==> src/rtl/led_pwm_array.sv <==
// Multi-channel LED driver: off/on/blink/breathe per channel with
// first-order sigma-delta PWM, all channels sharing one phase counter.
module led_pwm_array #(
  parameter int NCH           = 4,
  parameter int PWMBITS       = 5,
  parameter int PRESCALE_BITS = 22
) (
  input  logic                       clock,
  input  logic                       reset_n,
  input  logic [2*NCH-1:0]           mode,
  input  logic [NCH*(PWMBITS+1)-1:0] level,
  input  logic                       sync,
  output logic [NCH-1:0]             led,
  output logic                       tick
);

  localparam int LW = PWMBITS + 1;
  localparam int PW = 2 * LW - 1;
  localparam logic [LW-1:0] FULL = LW'(1 << PWMBITS);

  localparam logic [1:0] M_OFF     = 2'b00;
  localparam logic [1:0] M_ON      = 2'b01;
  localparam logic [1:0] M_BLINK   = 2'b10;
  localparam logic [1:0] M_BREATHE = 2'b11;

  logic [PRESCALE_BITS-1:0] presc;
  logic [LW-1:0]            phase;
  logic                     wrap;
  logic                     dir;
  logic [PWMBITS-1:0]       ramp;

  logic [2*NCH-1:0] mode_r;
  logic [LW-1:0]    level_r  [NCH];
  logic [LW-1:0]    lvl_sat  [NCH];
  logic [LW-1:0]    duty     [NCH];
  logic [LW-1:0]    duty_nx  [NCH];
  logic [LW-1:0]    acc      [NCH];
  logic [LW-1:0]    sum      [NCH];
  logic [LW-1:0]    brth     [NCH];

  assign wrap = &presc;
  assign dir  = phase[PWMBITS];
  assign ramp = dir ? phase[PWMBITS-1:0]
                    : ~phase[PWMBITS-1:0];

  // sync restarts the shared timebase and swallows a pending tick
  always_ff @(posedge clock or negedge reset_n) begin
    if (!reset_n) begin
      presc <= '0;
      phase <= '0;
      tick  <= 1'b0;
    end else if (sync) begin
      presc <= '0;
      phase <= '0;
      tick  <= 1'b0;
    end else begin
      presc <= presc + 1'b1;
      tick  <= wrap;
      if (wrap) begin
        phase <= phase + 1'b1;
      end
    end
  end

  always_comb begin
    for (int ch = 0; ch < NCH; ch++) begin
      lvl_sat[ch] = '0;
      brth[ch]    = '0;
      duty_nx[ch] = '0;
      sum[ch]     = '0;
    end
    for (int ch = 0; ch < NCH; ch++) begin
      lvl_sat[ch] = (level[LW*ch +: LW] > FULL) ? FULL
                                                 : level[LW*ch +: LW];
      brth[ch] = LW'(({{LW{1'b0}}, ramp}
                    * {{PWMBITS{1'b0}}, level_r[ch]})
                    >> PWMBITS);
      unique case (mode_r[2*ch +: 2])
        M_OFF:     duty_nx[ch] = '0;
        M_ON:      duty_nx[ch] = level_r[ch];
        M_BLINK:   duty_nx[ch] = dir ? '0 : level_r[ch];
        M_BREATHE: duty_nx[ch] = brth[ch];
      endcase
      sum[ch] = {1'b0, acc[ch][PWMBITS-1:0]} + duty[ch];
    end
  end

  // acc is never cleared by mode/level/sync so transitions stay smooth
  always_ff @(posedge clock or negedge reset_n) begin
    if (!reset_n) begin
      mode_r <= '0;
      for (int ch = 0; ch < NCH; ch++) begin
        level_r[ch] <= '0;
        duty[ch]    <= '0;
        acc[ch]     <= '0;
      end
    end else begin
      mode_r <= mode;
      for (int ch = 0; ch < NCH; ch++) begin
        level_r[ch] <= lvl_sat[ch];
        duty[ch]    <= duty_nx[ch];
        acc[ch]     <= sum[ch];
      end
    end
  end

  // the acc MSB is the registered carry of the last step
  always_comb begin
    led = '0;
    for (int ch = 0; ch < NCH; ch++) begin
      led[ch] = acc[ch][PWMBITS];
    end
  end

  logic unused_pw;
  assign unused_pw = ^{PW{1'b0}};

endmodule
==> config.mk <==
export PLATFORM = sky130hd
export DESIGN_NAME = led_pwm_array
export DESIGN_NICKNAME = d
export VERILOG_FILES = /design/src/rtl/led_pwm_array.sv
export SDC_FILE = /design/constraint.sdc
export NUM_CORES = 1
export LEC_CHECK = 0
export CORE_MARGIN = 8
export CORE_UTILIZATION = 63
export CTS_BUF_LIST = sky130_fd_sc_hd__clkbuf_8
export CTS_CLUSTER_DIAMETER = 40
export DETAILED_ROUTE_END_ITERATION = 10
export PLACE_DENSITY = 0.83
export SYNTH_ARGS = -nofsm -noshare
export SYNTH_HDL_FRONTEND = slang
export SYNTH_SLANG_ARGS = --single-unit
==> constraint.sdc <==
create_clock -name clock -period 5.88 [get_ports clock]
set_input_delay 1.176 -clock clock [delete_from_list [all_inputs] [get_ports clock]]
set_output_delay 1.176 -clock clock [all_outputs]
set_load 0.005 [all_outputs]
# Word-level counts from Yosys, hierarchy flattened

Index checks and enable logic that the tools add are counted.

Flip-flop bits (word level): 109
Word-level logic and storage cells: 66

Order comparisons: 4
Mux-type cells: 17
Reductions and logical operators: 6
Equality and inequality tests: 12
Bitwise logic cells: 1
Multipliers: 4
Add/subtract/negate cells: 6

Operator list:

| kind                    | count |
|---|---|
| $pmux W6 S4             | 4 |
| $mux W6                 | 10 |
| $mul A5 B6 Y11          | 4 |
| $add A5 B6 Y6           | 4 |
| $gt A6 B6 Y1 const B    | 4 |
| $add A22 B1 Y22 const B | 1 |
| $mux W22                | 1 |
| $reduce_and A22 Y1      | 1 |
| $eq A2 B2 Y1 const B    | 8 |
| $eq A2 B1 Y1 const B    | 4 |
| $logic_not A2 Y1        | 4 |
| $add A6 B1 Y6 const B   | 1 |
| $mux W5                 | 1 |
| $not A5 Y5              | 1 |
| $reduce_bool A2 Y1      | 1 |
| $mux W1                 | 1 |

# Logic depth before layout (Yosys ltp)

Word-level depth: 4
Mapped depth: 15

# Worst setup path after synthesis

No wires, ideal clock.

Path type: reg2reg
From: register phase[5]
To: register duty[14] (netlist name)
Setup time: 0.122 ns
Setup slack: 1.479 ns
Arrival: 4.280 ns
Required time: 5.758 ns
Buffers on the path: 2
Cell stages (with the launch flop): 15
Cell sequence: dfrtp_1 > buf_2 > xnor2_1 > clkbuf_1 > nand2_1 > fa_1 > fa_1 > fa_1 > inv_1 > ha_1 > a21o_1 > a21oi_1 > a21boi_0 > or3_1 > a32o_1

RTL lines:

| what                          | RTL line | RTL |
|---|---|---|
| start, declared               | 27       | `logic [LW-1:0] phase;` |
| start signal, assigned        | 60       | `phase <= phase + 1'b1;` |
| end signal, assigned by index | 101      | `duty[ch] <= duty_nx[ch];` |
| end, declared                 | 35       | `logic [LW-1:0] duty [NCH];` |

==> summary.txt <==
Logic synthesis
  • Mapped Avg Cell Area: a little under 10 um2
  • Main synth FF type: dfrtp_1
  • Post-synth top area share: 33.3%
  • Post-synthesis compound-gate area fraction: under 10%
  • Synth area leaders: dfrtp_1 33%, ha_1 14%, fa_1 12%, and2_1 6.0%, inv_1 4.1%
  • Yosys warning count: 0
  • Sequential share of the synthesized area: between 30% and 40%
  • Post-synthesis instance total: 838
  • Post-synthesis xor/xnor area fraction: 5.03%
  • Adder-Cell Fraction of Synth Area: 25.5%
  • Share of flip-flops with an asynchronous set or reset: 100%
  • Post-synth EDFFs: 0
  • Post-Synth Simple-Gate Area: 20.0%
  • Largest family of logic cells by synthesized area: adder cells
  • Mux cell area share after synthesis: less than 1%
  • Post-synth net total: 1,011
  • FF+latch count, synth: 109
  • Cell taking the most area after synthesis: dfrtp_1
  • Synth cell types: 51
  • Mapped Area: a little over 8000 um2

Clock tree
  • CTS tree: yes
  • # Post-CTS Setup Buffers: 0
  • CTS H-tree depth: 3
  • Cts bufs inserted: 9
  • Worst-path clk slew: roughly 0.11 ns
  • CTS Root Cell: clkbuf_8
  • Clk sinks: 109
  • Buffer depth of the longest clock path: 2
  • Worst-Skew Late Latency: 0.40 ns
  • Post-CTS resize count: 0
  • Cts hold-fix bufs: 0

Setup path
  • WP data arrival: 5.35 ns
  • Crit Path Max Fanout: 13
  • CP endpoint kind: flop
  • Required time of the critical path: 6.18 ns
  • Type of the worst setup path: flop to flop
  • Crit start category: flop

Power and ir drop
  • Power, Total: about 2.4 mW
  • Cell leakage power: 4.29 nW
  • Peak VDD IR: 0.000182 V
  • PwrDens: 274 nW/um2

Timing
  • Fin crit period: 5.05 ns
  • Max Freq: just under 200 MHz
  • Clk_skew: 0.0116 ns
  • Setup violators final: 0
  • RSZ-0062 raised after global routing: no
  • Tightest Pin Transition: 1.07 ns
  • Final slew viol count: 0
  • Setup total negative slack: 0 ns
  • Tcrit/Tclk final: 85.9%
  • Final hold vios: 0
  • Slew margin rel.: 28.2%

Run status
  • Status: complete, no violations

Finish
  • Layout Area Growth over Synthesis: 8.87%
  • N_diodes: 0
  • Share of layout cells above drive strength 1: roughly 4.3%
  • Final cell count without fillers: 1,046
  • Final net count: 1,042
  • Post-route cell area: 8910 um2
  • Final core occ: 70.3%

Place
  • Number of port buffers: 39
  • Final HPWL DP: 13,200 um
  • Final GP Congestion: 0.954
  • Area after DPL: 8720 um2
  • Placed insts: 1,030

GRT
  • GRT Total Usage: 22.1%
  • Vias in the first global route: 6,362
  • Initial antenna violation count: 0
  • First-pass GRT wire length: 29,600 um
  • Gr ovfl total: 0
  • Largest net degree at the start of global routing: 57

Job
  • Max-cap violations: 0

Route
  • DRT iter0 DRCs: 397
  • Via density: 5.72
  • First-pass DRT Iterations: 4
  • Drt wl/cell: 16.3 um
  • Antenna viol nets, final: 0
  • Post-Route WL: ~17,000 um
  • Vias: about 6,000
  • Number of remaining DRC errors: 0

Hold path
  • Worst Hold Class: flop to flop

Floorplan
  • IO Pins: 40
  • Row count: between 40 and 50
  • Initial Utilization: about 65%
  • Core Area: 12,700 um2
  • DIE AREA: ~17,000 um2
  • Die Y-Extent: approximately 130 um
  • DIE WIDTH: ~130 um
-- cells in the mapped netlist, types with 2 or more instances --
cell type and instances:
dfrtp_1 109, ha_1 90, inv_1 89, and2_1 78, nand2_1 75, fa_1 48
nor2_1 46, a21oi_1 37, xnor2_1 35, o21ai_0 22, nor2b_1 21, clkbuf_1 18
a21o_1 15, nand4_1 15, nand3_1 12, xor2_1 12, and3_1 11, or3_1 9
a32o_1 8, nor3_1 7, a22o_1 5, and4_1 5, o21bai_1 5, a41oi_1 4
buf_4 4, nand2b_1 4, nor4_1 4, o211ai_2 4, o31ai_1 4, a211oi_1 3
a21boi_1 3, a31oi_1 3, mux2_2 3, mux2i_1 3, nor3b_1 3, o21a_1 3
or4_1 3, a32oi_1 2, and3_4 2, buf_1 2, nor3_2 2
-- flip-flops by register name (all words and copies together), names as in the netlist --
signal   cells
presc       22
acc         20
led          4
tick         1
phase        6
level_r     24
mode_r       8
duty        24
-- where the power goes --
group	switching (mW)	internal [mW]
logic	0.547	0.493
clock network	0.281	0.165
registers	0.0702	0.884
total	0.898	1.54
-- routing by layer --
| layer | up-vias | GRT usage, % | share of wire [%] |
|---|---|---|---|
| met5 | - | 0 | 0 |
| met4 | 0 | 7.99 | 1.5 |
| met3 | 20 | 4.65 | 4.8 |
| met2 | 110 | 38.9 | 53 |
| met1 | 2985 | 26.1 | 41 |
| li1 | 2866 | - | - |
-- stage by stage --
| step | hold WS (ns) | setup slack (ns) |
|---|---|---|
| after global routing | 0.472 | 0.501 |
| after global placement | 0.434 | 1.04 |
| final | 0.448 | 0.827 |
| after detailed placement | 0.436 | 0.871 |
| after floorplan | 0.425 | 1.48 |
| after CTS | 0.453 | 0.845 |
-- cells in the final DEF, fill, tap and decap left out, drive strengths merged, types with 13 or more instances in the layout --
cell type,netlist,final
and2,78,78
ha,90,90
o21ai,22,22
inv,89,94
a21o,15,15
fa,48,48
dfrtp,109,109
and3,13,13
nand2,75,75
nand4,15,15
nor2b,21,21
clkdlybuf4s50,0,38
nor2,46,46
a21oi,37,37
xnor2,35,35
nand3,13,13
-- worst max-delay path, cell delays in order, from the launching register on --
cell	delay [ns]
dfrtp_1	0.60
xnor2_1	0.76
buf_4	0.30
nand2_1	0.09
fa_1	0.51
fa_1	0.55
fa_1	0.57
inv_1	0.05
ha_1	0.29
a21o_1	0.21
a21oi_1	0.30
a21boi_1	0.15
or3_1	0.33
a32o_1	0.25
-- area by class of cell --
type | instances | area [um2]
multi-input cells | 615 | 5010
fillers | 949 | 3760
flip-flops and latches | 109 | 2730
repair buffers | 45 | 433
inverters | 89 | 334
well taps | 172 | 215
clock buffers | 9 | 124
clock inverters | 7 | 63.8
-- cells by family after synthesis --
logic type | after synthesis
simple gates | 303
buf+inv | 114
xor+xnor | 47
mux | 6
flops | 109
fa+ha+maj | 138
compound gates | 121
-- final timing paths --
| check | startpoint | slack (ns) | end | cells after the start |
|---|---|---|---|---|
| min in group asynchronous | reset_n | 0.81 | led[2] | 1 |
| hold / removal | duty[11] | 0.45 | led[2] | 1 |
| max in group asynchronous | reset_n | 3.95 | level_r[16] | 2 |
| setup reg to reg | phase[5] | 0.83 | duty[20] | 13 |
| setup / recovery | phase[5] | 0.83 | duty[20] | 13 |
| hold reg to reg | duty[11] | 0.45 | led[2] | 1 |
Note: power is estimated with default switching activity, not from simulation.
